[config.mk]
export PLATFORM = sky130hd
export DESIGN_NAME = stream_demux
export DESIGN_NICKNAME = d
export VERILOG_FILES = /design/src/rtl/stream_demux.sv
export SDC_FILE = /design/constraint.sdc
export NUM_CORES = 1
export LEC_CHECK = 0
export BUFFER_PORTS_ARGS = -buffer_cell sky130_fd_sc_hd__buf_2
export CORE_MARGIN = 5
export CORE_UTILIZATION = 40
export DETAILED_ROUTE_END_ITERATION = 16
export PLACE_DENSITY = 0.7
export SLEW_MARGIN = 20
export SYNTH_ARGS = -nofsm -noshare
export SYNTH_HDL_FRONTEND = slang
export SYNTH_SLANG_ARGS = --single-unit
[constraint.sdc]
create_clock -name clk -period 2.12 [get_ports clk]
set_input_delay 0 -clock clk [delete_from_list [all_inputs] [get_ports clk]]
set_output_delay 0 -clock clk [all_outputs]
set_load 0.005 [all_outputs]
[src/rtl/stream_demux.sv]
// stream_demux: steers one valid/ready stream to N_OUT registered output slots.
// Optional build macro STREAM_DEMUX_ROUND_ROBIN_EN: steer by an internal round-robin pointer instead of up_sel.
module stream_demux #(
    parameter int unsigned  N_OUT = 4,
    parameter int unsigned  W     = 8,
    localparam int unsigned SEL_W = $clog2(N_OUT)
) (
    input  logic               clk,
    input  logic               rst_n,
    input  logic               up_valid,
    output logic               up_ready,
    input  logic [W-1:0]       up_data,
    input  logic [SEL_W-1:0]   up_sel,
    output logic [N_OUT-1:0]   dn_valid,
    input  logic [N_OUT-1:0]   dn_ready,
    output logic [N_OUT*W-1:0] dn_data,
    output logic               err_sel
);

    logic [N_OUT-1:0] r_valid;
    logic [W-1:0]     r_data [N_OUT];

    logic [SEL_W-1:0] w_dest;
    logic             w_in_range;
    logic             w_dest_ready;
    logic             w_accept;
    logic [N_OUT-1:0] w_load;

`ifdef STREAM_DEMUX_ROUND_ROBIN_EN
    logic [SEL_W-1:0] r_rr_ptr;
    logic             w_unused_sel;

    assign w_dest       = r_rr_ptr;
    assign w_unused_sel = ^up_sel;
`else
    assign w_dest = up_sel;
`endif

    // Destination decode and upstream handshake; out-of-range beats are always taken and dropped.
    always_comb begin
        w_in_range   = ({1'b0, w_dest} < (SEL_W+1)'(N_OUT));
        w_dest_ready = 1'b0;
        for (int i = 0; i < int'(N_OUT); i++) begin
            if (w_dest == SEL_W'(i)) begin
                w_dest_ready = ~r_valid[i] | dn_ready[i];
            end
        end
        up_ready = w_in_range ? w_dest_ready : 1'b1;
        w_accept = up_valid & up_ready;
        w_load   = '0;
        for (int i = 0; i < int'(N_OUT); i++) begin
            w_load[i] = w_accept & w_in_range & (w_dest == SEL_W'(i));
        end
    end

    // Per-channel slot: a load wins over a drain, giving replace-without-bubble.
    always_ff @(posedge clk) begin
        if (!rst_n) begin
            r_valid <= '0;
            for (int i = 0; i < int'(N_OUT); i++) begin
                r_data[i] <= '0;
            end
        end else begin
            for (int i = 0; i < int'(N_OUT); i++) begin
                if (w_load[i]) begin
                    r_valid[i] <= 1'b1;
                    r_data[i]  <= up_data;
                end else if (dn_ready[i]) begin
                    r_valid[i] <= 1'b0;
                end
            end
        end
    end

`ifdef STREAM_DEMUX_ROUND_ROBIN_EN
    // Pointer moves only on an accepted beat so channel order is never skipped.
    always_ff @(posedge clk) begin
        if (!rst_n) begin
            r_rr_ptr <= '0;
        end else if (w_accept) begin
            r_rr_ptr <= (r_rr_ptr == SEL_W'(N_OUT - 1)) ? '0 : r_rr_ptr + SEL_W'(1);
        end
    end

    assign err_sel = 1'b0;
`else
    logic r_err_sel;

    always_ff @(posedge clk) begin
        if (!rst_n) begin
            r_err_sel <= 1'b0;
        end else if (w_accept && !w_in_range) begin
            r_err_sel <= 1'b1;
        end
    end

    assign err_sel = r_err_sel;
`endif

    assign dn_valid = r_valid;

    for (genvar g = 0; g < int'(N_OUT); g++) begin : g_pack
        assign dn_data[g*W +: W] = r_data[g];
    end

endmodule
==> summary.txt <==
TritonRoute pass-1 iters - 4
Pin count of the biggest net entering global routing - 18
Routed length on met3 - 224 um
Hold Violations, Final - 0
Clk Latency, worst-skew pair - 0.28 ns
Post-DR vias/cell - 5.11
Post-DRT Antenna Nets - 0
Seq/Total Area, Yosys - 0.679
Final global-route overflow total - 0
Post-CTS Setup Bufs - 0
Layout cells sized above 1 - 0.388
Max Clk Rate - 581 MHz
Worst slew pin tran - 1.04 ns
Synth cell types - 24
CTS tree - yes
Full die area - 5170 sq um
Worst vdd ir - 0.258 mV
Routed wire length - 3230 um
I/O pins - 55
CTS clk-pin slew, worst paths - 0.06 ns
Fill count - 344
Final Setup Violations - 0
Hold Slack - 0.0432 ns
Unrepaired setup endpoints after global routing - no
CTS H-tree depth - 2
Final setup TNS - 0 ns
Die width - 71.9 um
Synthesized instance count - 117
Detailed placement HPWL - 2530 um
Max-cap violation count - 0
Initial antenna violation count - 0
DR WL/cell - 14.8 um
# resized after CTS - 0
Syn Area/Cell - 13.1 sq um
Leakage power - 0.790 nW
Clock Tree Root - clkbuf_8
Worst setup SP type - register
Seq cells post-synth - 36
Worst-path maximum fanout - 8
Final net count - 186
Syn-to-layout area delta - 24.3%
Core ar. - 3690 sq um
Clock sink total - 36
HP Class - primary input to register
Synth Warn # - 0
Vias in the first global route - 1052
Crit path DAT - 1.62 ns
CP Data Required Time - 2.02 ns
Num CTS Buffers - 5
Fin crit period - 1.72 ns
Wire length of the first global-routing pass - 5290 um
Outcome - completed
Cell Pwr Density - 741 nW/um^2
Crit path capture type - register
Initial Utilization - 0.416
DR DRC count - 0
Final worst clock skew - 0.00399 ns
Met2 wire len - 1550 um
RD Place Congestion - 0.719
Die H - 71.9 um
Total global routing track utilization - 0.134
Site Rows - 22
DRT iter0 DRCs - 37
Top Layer Used - met4
CTS max path bufs - 2
Ant. Diodes - 0
Post-synth net total - 134
IO buf count - 53
Critical path class - register to register
Hold buffers post-CTS - 0
Max-slew headroom at the worst pin - 0.302
WL met1 - 1410 um
Mapped Area - 1530 sq um
Power Total - 1.41 mW
Crit share post-route - 0.812
DR vias - 1114
Pins Over Slew Limit - 0
-- placed cells by master (no fill, tap or decap) --
cell	instances
buf_2	53
nor3_1	32
edfxtp_1	32
nand3_1	8
clkbuf_8	6
o31ai_1	5
buf_4	5
nor2b_1	4
dfxtp_1	4
nand3b_1	3
nand2b_1	2
nand2_1	2
nor4bb_1	2
inv_1	1
or2_1	1
o31ai_2	1
and4b_1	1
nor4b_1	1
nor4_1	1
o31ai_4	1
and3_1	1
o21a_1	1
conb_1	1
clkinv_1	1
clkbuf_1	1
-- sequential cells by signal (all words and copies together) (netlist names) --
signal and flops:
dn_valid 4, r_data 32
-- where the power goes --
group / switching [mW] / internal, mW
sequential: 0.00920 / 0.805
combinational: 0.0771 / 0.0502
clock: 0.211 / 0.260
-- worst max-delay path, cell delays in order, from the launching register on --
cell and delay [ns]:
dfxtp_1 0.33, nor2b_1 0.15, o31ai_1 0.86
-- per-layer routing --
metal  up-vias  GRT usage
met5         -          0
met4         0     0.0564
met3         4     0.0305
met2        49      0.217
met1       510      0.173
li1        551          -
-- area by class of cell --
cell class,instances,area (sq um),area share
repair buffers,58,303,0.159
clock inverters,1,3.75,0.00197
clock buffers,7,86.3,0.0453
flip-flops and latches,36,1040,0.546
inverters,1,3.75,0.00197
multi-input cells,67,408,0.214
well taps,48,60.1,0.0315
-- final timing paths --
check | from | depth (start not counted) | end | slack (ns)
max | dn_valid[1]$_SDFFE_PN0P_ | 2 | r_data[1][0]$_SDFFCE_PN0P_ | 0.40
min | dn_ready[2] | 3 | dn_valid[2]$_SDFFE_PN0P_ | 0.04
max reg2reg | dn_valid[1]$_SDFFE_PN0P_ | 2 | r_data[1][0]$_SDFFCE_PN0P_ | 0.40
min reg2reg | dn_valid[2]$_SDFFE_PN0P_ | 2 | dn_valid[2]$_SDFFE_PN0P_ | 0.53
-- cell usage after synthesis, drive strengths merged --
cell | number | share of area
edfxtp | 32 | 0.63
nor2b | 4 | 0.016
nand2b | 2 | 0.0082
or2 | 1 | 0.0041
nand3b | 3 | 0.015
nor3 | 32 | 0.10
inv | 1 | 0.0024
o31ai | 7 | 0.047
and3 | 1 | 0.0041
buf | 11 | 0.047
conb | 1 | 0.0024
nand3 | 8 | 0.026
clkbuf | 2 | 0.0049
nor4b | 1 | 0.0057
and4b | 1 | 0.0065
nand2 | 2 | 0.0049
nor4bb | 2 | 0.013
dfxtp | 4 | 0.052
nor4 | 1 | 0.0041
o21a | 1 | 0.0049
-- cell families after synthesis --
kind of cell | after synthesis | share of synthesized area
simple gates | 58 | 0.212
flops | 36 | 0.679
buf+inv | 14 | 0.0547
compound gates | 8 | 0.0514
other cells | 1 | 0.00245
-- through the flow --
stage | area, sq um | instances | utilization | setup slack (ns)
after floorplan | 1530 | 117 | - | 0.360
after global placement | 1820 | 210 | 0.492 | 0.453
after detailed placement | 1820 | 210 | 0.492 | 0.368
after CTS | 1910 | 218 | 0.517 | 0.360
after global routing | 1910 | 218 | 0.517 | 0.283
final | 1910 | 218 | 0.517 | 0.399
Power figures use the tool's default switching activity.
